==> src/rtl/elastic_accum.sv <==
// Elastic accumulator: drains a valid/yumi register, emits per-group sums on valid/ready.
// Optional clamping of the running sum is enabled by defining ELASTIC_ACCUM_SATURATE_EN.
module elastic_accum #(
  parameter int width_p     = 10,
  parameter int count_p     = 4,
  parameter int sum_width_p = 12
) (
  input  logic                   clk_i,
  input  logic                   reset_i,
  input  logic [width_p-1:0]     data_i,
  input  logic                   valid_i,
  output logic                   yumi_o,
  output logic                   valid_o,
  output logic [sum_width_p-1:0] data_o,
  input  logic                   ready_i
);

  localparam int cnt_w_lp = (count_p > 1) ? $clog2(count_p) : 1;
  localparam logic [cnt_w_lp-1:0] last_cnt_lp = cnt_w_lp'(count_p - 1);

  typedef enum logic {
    ACCUM,
    FULL
  } state_e;

  state_e                 state_q, state_d;
  logic [sum_width_p-1:0] acc_q, acc_d;
  logic [cnt_w_lp-1:0]    cnt_q, cnt_d;
  logic [sum_width_p-1:0] data_ext;
  logic [sum_width_p-1:0] sum;

  assign data_ext = sum_width_p'(data_i);

`ifdef ELASTIC_ACCUM_SATURATE_EN
  logic [sum_width_p:0] sum_full;
  assign sum_full = {1'b0, acc_q} + {1'b0, data_ext};
  assign sum      = sum_full[sum_width_p] ? '1 : sum_full[sum_width_p-1:0];
`else
  assign sum = acc_q + data_ext;
`endif

  always_comb begin
    state_d = state_q;
    acc_d   = acc_q;
    cnt_d   = cnt_q;
    yumi_o  = 1'b0;
    valid_o = 1'b0;
    unique case (state_q)
      ACCUM: begin
        yumi_o = valid_i;
        if (valid_i) begin
          acc_d = sum;
          if (cnt_q == last_cnt_lp) begin
            cnt_d   = '0;
            state_d = FULL;
          end else begin
            cnt_d = cnt_q + cnt_w_lp'(1);
          end
        end
      end
      FULL: begin
        valid_o = 1'b1;
        yumi_o  = valid_i & ready_i;
        if (ready_i) begin
          state_d = ACCUM;
          // Same-edge handoff: next group starts with this word.
          if (valid_i) begin
            acc_d = data_ext;
            cnt_d = cnt_w_lp'(1);
          end else begin
            acc_d = '0;
            cnt_d = '0;
          end
        end
      end
      default: state_d = ACCUM;
    endcase
    if (reset_i) begin
      yumi_o  = 1'b0;
      valid_o = 1'b0;
    end
  end

  assign data_o = reset_i ? '0 : acc_q;

  always_ff @(posedge clk_i) begin
    if (reset_i) begin
      state_q <= ACCUM;
      acc_q   <= '0;
      cnt_q   <= '0;
    end else begin
      state_q <= state_d;
      acc_q   <= acc_d;
      cnt_q   <= cnt_d;
    end
  end

endmodule

==> config.mk <==
export PLATFORM = sky130hd
export DESIGN_NAME = elastic_accum
export DESIGN_NICKNAME = d
export VERILOG_FILES = /design/src/rtl/elastic_accum.sv
export SDC_FILE = /design/constraint.sdc
export NUM_CORES = 1
export LEC_CHECK = 0
export BUFFER_PORTS_ARGS = -buffer_cell sky130_fd_sc_hd__buf_4
export CAP_MARGIN = 20
export CORE_UTILIZATION = 54
export CTS_CLUSTER_DIAMETER = 100
export CTS_CLUSTER_SIZE = 16
export DETAILED_ROUTE_END_ITERATION = 10
export PLACE_DENSITY = 0.79
export SETUP_SLACK_MARGIN = 0.15
export SLEW_MARGIN = 40
export SYNTH_ARGS = -nofsm -noshare
export SYNTH_HDL_FRONTEND = slang
export SYNTH_SLANG_ARGS = --single-unit
==> constraint.sdc <==
create_clock -name clk_i -period 2.26 [get_ports clk_i]
set_input_delay 0.226 -clock clk_i [delete_from_list [all_inputs] [get_ports clk_i]]
set_output_delay 0.226 -clock clk_i [all_outputs]
set_load 0.05 [all_outputs]
* After elaboration in Yosys (flattened, before gate mapping)
Cells that the tools add are included.
** Storage, ports and cells
- Register bits :: 15
- Logic and storage cells :: 29
- Output and inout bits :: 14
- Bits of input ports :: 14
** Cells by class
- Add/subtract/negate cells :: 2
- Equality and inequality tests :: 3
- Reductions and logical operators :: 1
- Bitwise operators :: 2
- Mux-type cells :: 18
** Operator list (count)
- 12-bit two-way mux :: 3
- 12-bit one-hot mux with 2 select lines :: 1
- 12-bit by 10-bit adder with 12-bit output :: 1
- 10-bit two-way mux :: 1
- 1-bit two-way mux :: 7
- 2-bit two-way mux :: 3
- 2-bit != test (second input constant) :: 2
- 1-bit one-hot mux with 2 select lines :: 2
- 2-bit one-hot mux with 2 select lines :: 1
- 2-bit by 1-bit adder with 2-bit output (second input constant) :: 1
- 2-bit equality test (second input constant) :: 1
- 2-bit AND reduction :: 1
- 1-bit bitwise AND :: 1
- 1-bit inverter :: 1

* Longest topological paths before layout
- Depth in word-level cells :: 4
- Depth in mapped cells :: 8
- Gate-level depth less buffers :: 8

* Worst setup path before layout
OpenSTA, ideal clock, no wires.
- Path kind :: flip-flop to output port
- From :: register state_q
- To :: output port yumi_o
- Path buffers :: 2
- Required time :: 2.034 ns
- Data arrival time :: 1.920 ns
- Cell stages (with the launch flop) :: 5
- Setup slack :: 0.114 ns
- Cell sequence :: dfxtp_1 buf_6 clkbuf_1 nor2b_1 nor3b_1
** On the way
- Longest elaborated chain between the ends :: 3
** Ends and longest elaborated chain
- from (decl) :: line 26 : state_e state_q, state_d;
- from (signal assigned) :: line 92 : state_q <= state_d;
- 1-bit inverter
- 1-bit one-hot mux with 2 select lines * :: line 48 : unique case (state_q)
- 1-bit two-way mux * :: line 78 : if (reset_i) begin
- to (decl) :: line 12 : output logic yumi_o,
Every way passes the cells marked *; elsewhere a longest branch is shown, timed or not.

* Worst setup path in the final report
- From :: register acc_q[0]
- To :: register acc_q[6]
** On the way
- Longest elaborated chain between the ends :: 3
** Ends and longest elaborated chain
- from (decl) :: line 27 : logic [sum_width_p-1:0] acc_q, acc_d;
- from (signal assigned) :: line 89 : acc_q <= '0;
- from (signal assigned) :: line 93 : acc_q <= acc_d;
- 12-bit by 10-bit adder with 12-bit output :: line 39 : assign sum = acc_q + data_ext;
- 12-bit two-way mux :: line 51 : if (valid_i) begin
- 12-bit one-hot mux with 2 select lines :: line 48
Every way passes these cells. The select of a mux whose other input is x is not followed.
A chain may end at the register's enable or synchronous reset.

==> flow_summary.yaml <==
logic_synthesis:
  yosysSeqAreaShare_pct: 22.5
  syn-num-nets: 197
  synth_cells: 171
  synth.avg_cell_area_sq_um: 7.82
  ys_async_sr_fraction_pct: 0
  ys.flop_type: "dfxtp_1"
  ys_ff_latch: 15
  yosys_warnings: 0
  synth_edf_count: 0
  synthDistinctLibCells: 42
  syn_area_sq_um: 1340
layout:
  fillers: 196
  num_antenna_cells: 0
  syn_to_final_growth_pct: 17.6
  regArea_sq_um: 300
  multi_input_area_sq_um: 978
  drive_above_1_share_pct: 19.6
  stdcell_count: 222
  final_nets: 221
critical_path:
  path_class: "register to register"
  worst-r2r-setup-slack_ns: 0.31
  ff2ff_path_depth: 8
  r2r-end: "acc_q[6]$_SDFFE_PP0P_"
  crit_fanout: 3
  r2r_start: "acc_q[0]$_SDFFE_PP0P_"
  crit_start: "acc_q[0]$_SDFFE_PP0P_"
  crit_required_ns: 2.46
  cp-end-kind: "register"
  start_kind: "register"
  worstPathArrival_ns: 2.15
sta:
  finClkSkew_ns: 0.00391
  final-setup-viol-count: 0
  tns_ns: 0
  finalHoldViolations: 0
  grt_setup_unrepaired: "false"
  worstMarginPinSlew_ns: 0.709
  max_freq_mhz: 513
  final_max_slew_viol_count: 0
  min_period_ns: 1.95
  relSlewSlack_pct: 52.6
  final.period_utilization_pct: 86.3
min_path:
  holdPathEnd: "cnt_q[0]$_SDFFE_PP0P_"
  whs_path_depth: 2
  worstHoldPathType: "input pin to register"
  hold_path.startpoint: "reset_i"
placed_design:
  place.gp.congestion: 0.940
  dp.cells: 218
  portBuffers: 27
  dp_hpwl_mm: 2.38
pwr:
  pwr_density_cell_nw_per_um2: 572
  vdd_drop_max_mv: 0.370
  p_leak_uw: 0.000668
  power_uw: 900
floorplanning:
  start_util_pct: 58.8
  coreArea_sq_um: 2280
  fp.dieW_um: 51.8
  die_area_sq_um: 2680
  io_pins: 28
  die_h_um: 51.8
  row_count: 17
run_status:
  status: "complete, no violations"
routing:
  drtIter0Drc: 49
  wl_per_cell_um: 14.8
  drc: 0
  drtPass1Iterations: 4
  finalWirelength_mm: 3.29
  ant_nets: 0
  viasPerCell: 6.05
  num_vias: 1343
clock_tree:
  cts.sinks: 15
  cts-resized-gates: 0
  tritoncts: "done"
  postCtsSetupBuffers: 0
  cts_buffer_depth: 2
  cts_buffers: 3
  root_buffer: "clkbuf_4"
  insertion_delay_ns: 0.29
  clkSlewWorstSetupHoldPaths_ns: 0.10
  cts_hold_buf: 0
  h-tree-depth: 1
global_route:
  grt_pass1_wl_mm: 5.45
  grt_pass1_vias: 1202
  grt_max_degree: 30
  antenna_found_initial: 0
  overflow: 0
  track_usage_pct: 27.4
flow_run:
  cap_violations: 0
final cells by class:
type,instances,share of cell area (%)
multi-input combinational,142,62.2
sequential,15,19.1
timing repair buffer,29,13.8
tap,28,2.23
clock buffer,4,1.67
inverter,4,0.955
power breakdown:
group,leakage (uW),internal [uW],switching [uW],total [uW]
Clock,0.0000150,68.6,95.2,164
Sequential,0.000124,299,33.4,332
Combinational,0.000529,163,241,404
Yosys cell counts, types with 4 or more instances:
| master | n | share of area (%) |
|---|---|---|
| o21a_1 | 4 | 2.2 |
| inv_1 | 4 | 1.1 |
| a21oi_1 | 8 | 3.0 |
| nor3_1 | 6 | 2.2 |
| nor2b_1 | 15 | 7.0 |
| ha_1 | 11 | 10 |
| nand2_1 | 21 | 5.9 |
| a22oi_1 | 12 | 6.7 |
| a211oi_1 | 9 | 5.1 |
| nor2_1 | 12 | 3.4 |
| dfxtp_1 | 15 | 22 |
| a21o_1 | 4 | 2.2 |
critical path, stage by stage (launching register included):
cell and delay, ns:
dfxtp_1 0.36, ha_1 0.20, inv_1 0.06, fa_1 0.40
nor2b_1 0.18, o31a_1 0.23, o21ai_0 0.10, nor4b_1 0.15
nor4_1 0.18
cells in the final DEF, fill, tap and decap left out, types with 2 or more instances in the layout:
cell type / instances
a211oi_1: 9
a21bo_2: 2
xor2_1: 3
dfxtp_1: 15
o211ai_1: 2
ha_1: 11
nand3_1: 2
nor4_1: 2
nand2_1: 21
mux2i_1: 2
nor3_1: 6
nor2_1: 12
nand2b_1: 3
nor2b_1: 15
o21ai_0: 3
or4_1: 2
nand4_1: 2
a22oi_1: 12
a21o_1: 4
clkbuf_4: 3
o21a_1: 4
o21ai_1: 2
buf_4: 29
a21oi_1: 8
inv_1: 4
metal layers:
layer	wire length [um]	GRT usage, %	part of all wire (%)	vias to the layer above
met5	0	0	0	-
met4	17	9.46	0.52	0
met2	1560	43.5	47	47
li1	-	-	-	672
met1	1460	36.9	44	622
met3	252	5.26	7.7	2
per-stage QoR:
step	utilization, %	hold WS (ns)	worst slack (ns)	cell area, sq um
2_1_floorplan	-	0.438	0.552	1340
3_3_place_gp	67.9	0.486	0.466	1550
3_5_place_dp	67.9	0.491	0.364	1550
4_1_cts	69.1	0.292	0.328	1570
5_1_grt	69.1	0.319	0.195	1570
6_report	69.1	0.292	0.310	1570
registers in the layout, indices dropped and copies added, names as in the netlist:
signal	flops
state_q	1
acc_q	12
cnt_q	2
worst max path at each step:
stage                                  endpoint  cells past startpoint
after floorplan           acc_q[8]$_SDFFE_PP0P_                      8
after global placement    acc_q[6]$_SDFFE_PP0P_                      8
after detailed placement  acc_q[6]$_SDFFE_PP0P_                      8
after CTS                 acc_q[6]$_SDFFE_PP0P_                      8
after global routing      acc_q[6]$_SDFFE_PP0P_                      8
final                     acc_q[6]$_SDFFE_PP0P_                      8
kinds of logic after synthesis:
logic type	synth area share, %
mux	2.53
flops	22.5
buf+inv	4.77
fa+ha+maj	11.8
compound gates	29.0
simple gates	26.8
xor+xnor	2.62
Note: power is estimated with default switching activity, not from simulation.
